$ cat config.mk
export PLATFORM = sky130hd
export DESIGN_NAME = seq_magnitude_comparator
export DESIGN_NICKNAME = d
export VERILOG_FILES = /design/src/rtl/cmp_pkg.sv /design/src/rtl/seq_magnitude_comparator.sv
export SDC_FILE = /design/constraint.sdc
export NUM_CORES = 1
export LEC_CHECK = 0
export BUFFER_PORTS_ARGS = -buffer_cell sky130_fd_sc_hd__buf_2
export CORE_UTILIZATION = 49
export CTS_CLUSTER_DIAMETER = 150
export DETAILED_ROUTE_END_ITERATION = 12
export GPL_TIMING_DRIVEN = 0
export PLACE_DENSITY = 0.84
export SLEW_MARGIN = 25
export SYNTH_ARGS = -nofsm -noshare
export SYNTH_HDL_FRONTEND = slang
export SYNTH_SLANG_ARGS = --single-unit
$ cat constraint.sdc
create_clock -name clk -period 2.7 [get_ports clk]
set_input_delay 0.405 -clock clk [delete_from_list [all_inputs] [get_ports clk]]
set_output_delay 0.405 -clock clk [all_outputs]
set_load 0.01 [all_outputs]
$ cat src/rtl/cmp_pkg.sv
// Shared types for the sequential magnitude comparator: FSM states and the
// one-hot relation encoding {GT, LT, EQ}.
package cmp_pkg;

  typedef enum logic [1:0] {
    IDLE = 2'd0,
    SCAN = 2'd1,
    DONE = 2'd2
  } cmp_state_t;

  localparam logic [2:0] REL_NONE = 3'b000;
  localparam logic [2:0] REL_GT   = 3'b100;
  localparam logic [2:0] REL_LT   = 3'b010;
  localparam logic [2:0] REL_EQ   = 3'b001;

endpackage

$ cat src/rtl/seq_magnitude_comparator.sv
// Bit-serial unsigned magnitude comparator: scans MSB to LSB, stops at the
// first differing bit and returns one-hot relation flags plus scan length.
//
// state | meaning
// IDLE  | in_ready=1, waiting for an operand pair
// SCAN  | comparing a_q/b_q one bit per cycle from idx downwards
// DONE  | result held with out_valid=1 until out_ready
module seq_magnitude_comparator
  import cmp_pkg::*;
#(
  parameter int size  = 20,
  parameter int CNT_W = $clog2(size + 1)
) (
  input  logic             clk,
  input  logic             reset,
  input  logic             in_valid,
  output logic             in_ready,
  input  logic [size-1:0]  a,
  input  logic [size-1:0]  b,
  output logic             out_valid,
  input  logic             out_ready,
  output logic             a_greater_b,
  output logic             b_greater_a,
  output logic             a_equal_b,
  output logic [CNT_W-1:0] scan_cycles
);

  localparam int IDX_W = (size > 1) ? $clog2(size) : 1;

  cmp_state_t       state;
  logic [size-1:0]  a_q;
  logic [size-1:0]  b_q;
  logic [IDX_W-1:0] idx;
  logic [CNT_W-1:0] cnt;
  logic [2:0]       rel;

  // Decoded from registered state only: no combinational path from out_ready.
  assign in_ready    = (state == IDLE);
  assign a_greater_b = rel[2];
  assign b_greater_a = rel[1];
  assign a_equal_b   = rel[0];

  always_ff @(posedge clk) begin
    if (reset) begin
      state       <= IDLE;
      a_q         <= '0;
      b_q         <= '0;
      idx         <= '0;
      cnt         <= '0;
      rel         <= REL_NONE;
      out_valid   <= 1'b0;
      scan_cycles <= '0;
    end else begin
      case (state)
        IDLE: begin
          if (in_valid) begin
            a_q   <= a;
            b_q   <= b;
            idx   <= IDX_W'(size - 1);
            cnt   <= '0;
            state <= SCAN;
          end
        end
        SCAN: begin
          cnt <= cnt + 1'b1;
          if (a_q[idx] != b_q[idx]) begin
            rel         <= a_q[idx] ? REL_GT : REL_LT;
            scan_cycles <= cnt + 1'b1;
            out_valid   <= 1'b1;
            state       <= DONE;
          end else if (idx == '0) begin
            // Terminates before idx could wrap below zero.
            rel         <= REL_EQ;
            scan_cycles <= CNT_W'(size);
            out_valid   <= 1'b1;
            state       <= DONE;
          end else begin
            idx <= idx - 1'b1;
          end
        end
        DONE: begin
          if (out_ready) begin
            out_valid <= 1'b0;
            rel       <= REL_NONE;
            state     <= IDLE;
          end
        end
        default: state <= IDLE;
      endcase
    end
  end

endmodule

# --- Yosys cells after proc, flatten, opt, wreduce, memory -nomap -nowiden ---
# Index checks and enable logic that the tools add are counted.
totals:
  register_bits: 61
  output_inout_bits: 10
  inputBits: 44
  wordCells: 56
op_classes:
  n_eq_ne: 8
  magnitude_cmp: 1
  n_reduce_logical: 11
  add_sub_neg: 2
  muxes: 26
ops:
  columns: ["operator", "n"]
  rows:
  - ["two-way mux 5 bit", 6]
  - ["one-hot mux 5 bit (2 select lines)", 2]
  - ["two-way mux 3 bit", 4]
  - ["binary-select mux 1 bit (select 5 bit)", 2]
  - ["two-way mux 2 bit", 4]
  - ["inequality test 2 bit, second input constant", 4]
  - ["< comparator 5 x 6 -> 1 bit, second input constant", 1]
  - ["one-hot mux 2 bit (3 select lines)", 1]
  - ["one-hot mux 3 bit (2 select lines)", 1]
  - ["AND reduction 2 bit", 3]
  - ["AND reduction 3 bit", 2]
  - ["nonzero test 2 bit", 3]
  - ["adder 5 x 1 -> 5 bit, second input constant", 1]
  - ["zero test 5 bit", 1]
  - ["two-way mux 1 bit", 5]
  - ["subtractor 5 x 1 -> 5 bit, second input constant", 1]
  - ["AND reduction 4 bit", 1]
  - ["inequality test 3 bit, second input constant", 1]
  - ["equality test 2 x 1 -> 1 bit, second input constant", 1]
  - ["equality test 2 bit, second input constant", 1]
  - ["zero test 2 bit", 1]
  - ["one-hot mux 1 bit (2 select lines)", 1]
  - ["inequality test 1 bit", 1]

# --- Longest topological paths before layout ---
depth:
  depth_word: 5
  mapped_depth: 11
  mapped_depth_nobuf: 8

# --- Worst setup path after synthesis ---
# No wires, ideal clock.
synth_path:
  path_type: "reg2reg"
  start: "register idx[1]"
  end: "register idx[3]"
  path_slack_ns: 0.114
  required_ns: 2.626
  path_stages_with_launch: 12
  t_arrival_ns: 2.512
  synth_period_minus_slack_ns: 2.586
  n_path_buf: 3
  cell_sequence: "dfxtp_1 buf_2 buf_2 mux2i_1 a22oi_1 nand3_1 and3_1 ha_1 buf_1 nand3_2 or3_1 a31oi_1"
synth_between:
  elab_chain_len: 5
synth_lines:
  columns: ["item", "line_no", "rtl"]
  rows:
  - ["start, declared", "seq_magnitude_comparator.sv:33", "logic [IDX_W-1:0] idx;"]
  - ["start signal, assigned", "seq_magnitude_comparator.sv:59", "idx <= IDX_W'(size - 1);"]
  - ["start signal, assigned", "seq_magnitude_comparator.sv:78", "idx <= idx - 1'b1;"]
  - ["binary-select mux 1 bit (select 5 bit)", "seq_magnitude_comparator.sv:66", "if (a_q[idx] != b_q[idx]) begin"]
  - ["two-way mux 1 bit (not written as such)", "seq_magnitude_comparator.sv:66", null]
  - ["inequality test 1 bit", "seq_magnitude_comparator.sv:66", null]
  - ["inequality test 2 bit (no source line)", null, null]
  - ["AND reduction 4 bit (no source line)", null, null]
# Several ways; a longest one is shown, not always the timed one. The select of a mux whose other input is x is not followed.
# A chain may end at the register's enable or synchronous reset.

# --- Final worst setup path ---
layout_path:
  start: "register idx[2]"
  end: "register idx[3]"
# Same word-level chain as after synthesis.

==> flow_metrics.py <==
metrics = {
    "synth": {
        "synth_compound_area_frac": 0.159,
        "synth_nets": 375,
        "syn_area_um2": 2720,
        "synthMuxAreaShare": 0.0792,
        "synth_warnings": 0,
        "synth-seq-cells": 61,
        "synthDistinctLibCells": 40,
        "yosys.area_share.simple": 0.232,
        "synth_adder_area_share": 0.0230,
        "netlist_instances": 326,
        "syn_area_per_cell_um2": 8.34,
        "ys_seq_area_frac": 0.449,
        "synth_top_family_by_area": "simple AND/OR/NAND/NOR gates",
        "synth_xor_area_frac": 0.0129,
    },
    "drt": {
        "wl_um": 6220,
        "vias": 2406,
        "drc": 0,
        "viasPerCell": 5.20,
        "antenna_left": 0,
        "drtIter0Drc": 121,
        "wl_per_cell_um": 13.4,
        "firstDrtPassIters": 4,
    },
    "clocking": {
        "htree_levels": 3,
        "clk_latency_ns": 0.35,
        "cts-hold-fix-buffers": 0,
        "postCtsSetupBuffers": 0,
        "tritoncts": "yes",
        "clk_pin_slew_worst_paths_ns": 0.07,
        "cts_buffers": 9,
        "root_buffer": "clkbuf_8",
        "cts_sinks": 61,
        "clock_path_buffers": 2,
    },
    "timing": {
        "maxSlewHeadroom": 0.657,
        "grt_setup_unrepaired": "no",
        "fin_ws_ns": 0.195,
        "slew_viol_final": 0,
        "finalCritPeriodShare": 0.928,
        "clock_skew_ns": 0.00863,
        "tightest_slew_ns": 0.514,
        "hold_viol_final": 0,
        "max_freq_ghz": 0.399,
        "finalSetupViolCount": 0,
        "finalCriticalPeriod_ns": 2.51,
    },
    "worst_hold_path": {
        "hold_path_class": "input port to flop",
        "min_to": "b_q[14]",
        "hold_depth": 3,
        "min_from": "b[14]",
    },
    "die": {
        "chipHeight_um": 76.5,
        "die_w_um": 76.5,
        "fp.coreArea_um2": 5240,
        "rows": 26,
        "start_util": 0.519,
        "io_pins": 54,
        "die_area_um2": 5850,
    },
    "critical_path": {
        "setup.worst_path.start_class": "flop",
        "critPathSlowestCell": "dfxtp_1",
        "cp-end-kind": "flop",
        "reg2reg_to": "idx[3]",
        "crit_required_ns": 2.97,
        "r2r_setup_slack_ns": 0.19,
        "arrival_ns": 2.78,
        "timing.rr.start": "idx[2]",
        "cp_max_fo": 10,
        "reg2regPathDepth": 9,
        "critical_path.cell_chain": "buf_2 -> mux4_2 -> nand2_1 -> a211o_1 -> and3_1 -> ha_4 -> nand3_2 -> or3_1 -> a31oi_1",
        "path_class": "flop to flop",
        "max_stage_delay_ns": 0.40,
    },
    "cells_and_area": {
        "final_common_cell": "nand2_1",
        "fin_util": 0.627,
        "area_delta_synth_final_pct": 20.9,
        "num_antenna_cells": 0,
        "final_cell_mix": "nand2_1 (93), dfxtp_1 (61), buf_2 (55)",
        "drive_gt1_frac": 0.221,
        "final.fill_count": 467,
        "finalNetCount": 437,
    },
    "power_and_ir_drop": {
        "switching_share": 0.315,
        "pwr-share-comb": 0.271,
        "p_clk_frac": 0.328,
        "total_leakage_power_uw": 0.00132,
        "p_per_area_nw_per_um2": 815,
        "peakVddDrop_mv": 0.404,
        "power_frac_seq": 0.402,
        "power_uw": 2680,
        "p_switching_uw": 844,
        "p_int_uw": 1830,
    },
    "global_routing": {
        "grt-ovfl-total": 0,
        "grt_max_degree": 11,
        "grt_usage": 0.233,
        "grt_first_pass_wirelength_um": 10600,
        "grt_pass1_vias": 2373,
        "antenna_found_initial": 0,
    },
    "placed_design": {
        "io_buffers": 52,
        "dp_hpwl_um": 4440,
        "gpl.final_weighted_congestion": 0.850,
        "dpl_worst_slack_ns": -0.235,
    },
    "run": {
        "max_cap_violations": 0,
    },
    "outcome": {
        "status": "finished, final reports clean",
    },
}
-- layout make-up --
class                   count  area [µm²]  share of cell area
plain buffers              23         110              0.0335
inverters                   3        11.3             0.00343
clock buffers              11         131              0.0400
multi-input cells         238        1390               0.422
well taps                  70        87.6              0.0267
clock inverters             5        75.1              0.0229
repair buffers             52         260              0.0792
flip-flops and latches     61        1220               0.372
-- repair_timing --
item / CTS / global route
endpoints found under the hold margin: 0 / 0
endpoints found under the setup margin: 7 / 1
resized for setup: 1 / 4
-- state kept, by name, indices dropped and copies added (netlist names) --
register	cells
scan_cycles	5
state	2
a_q	20
idx	5
cnt	5
rel	3
b_q	20
out_valid	1
-- kinds of logic after synthesis --
kind of cell	count (synthesis)
buf+inv	27
fa+ha+maj	5
xor+xnor	4
simple gates	144
flops	61
mux	14
compound gates	71
-- per-stage QoR --
stage	setup TNS, ns	area [µm²]	hold WS [ns]	cells
floorplan	0	2720	0.433	326
global placement	-0.371	3070	0.439	448
detailed placement	-0.437	3070	0.446	448
CTS	0	3270	0.279	463
global route	0	3280	0.287	463
finish	0	3280	0.288	463
-- routing by layer --
metal | up-vias | part of all wire | wire, µm | track usage
li1 | 1233 | - | - | -
met1 | 1088 | 0.45 | 2800 | 0.271
met2 | 69 | 0.47 | 2920 | 0.381
met3 | 16 | 0.053 | 330 | 0.0743
met4 | 0 | 0.026 | 164 | 0.125
met5 | - | 0 | 0 | 0
-- cell usage after synthesis, drive strengths merged --
master   instances  area (µm²)
a2bb2oi          1        8.76
and3             2        12.5
a211o            2        17.5
a31oi            4        25.0
o22ai            1        6.26
or3              1        6.26
or4b             1        13.8
a21o             2        22.5
nand2           93         349
nand2b           5        31.3
nor2b            4        25.0
or3b             1        8.76
a311oi           2        23.8
o21bai           1        7.51
mux4             6         135
ha               5        62.6
nand3           13        70.1
buf              8        50.1
xor2             2        17.5
and2             1        6.26
nor2            16        62.6
nor3             2        10.0
nand3b           1        7.51
nor3b            1        7.51
clkbuf          16        60.1
a21oi           49         257
a22oi            8        60.1
inv              3        11.3
mux2i            8        80.1
nand4            3        18.8
dfxtp           61        1220
o21ai            1        5.00
xnor2            2        17.5
-- critical path, delay by kind of cell (launching register included) --
kind | cells | cell delay [ns]
simple gates | 4 | 0.76
compound gates | 2 | 0.41
flops | 1 | 0.40
fa+ha+maj | 1 | 0.35
buf+inv | 1 | 0.27
mux | 1 | 0.24
-- power by group through the flow --
stage | clock network, µW | logic [µW] | registers, µW
after global placement | 0 | 685 | 1090
after detailed placement | 0 | 698 | 1100
after CTS | 881 | 709 | 1080
after floorplan | 0 | 526 | 1080
after global routing | 922 | 805 | 1090
final | 877 | 725 | 1080
-- worst max path at each step --
stage	startpoint	to	slack, ns	cells past startpoint
global placement	idx[1]	idx[3]	-0.22	11
floorplan	idx[1]	idx[3]	0.11	11
global route	idx[1]	idx[3]	0.02	10
finish	idx[2]	idx[3]	0.19	9
CTS	idx[1]	idx[3]	0.03	10
detailed placement	idx[1]	idx[3]	-0.23	11
Note: power is estimated with default switching activity, not from simulation.
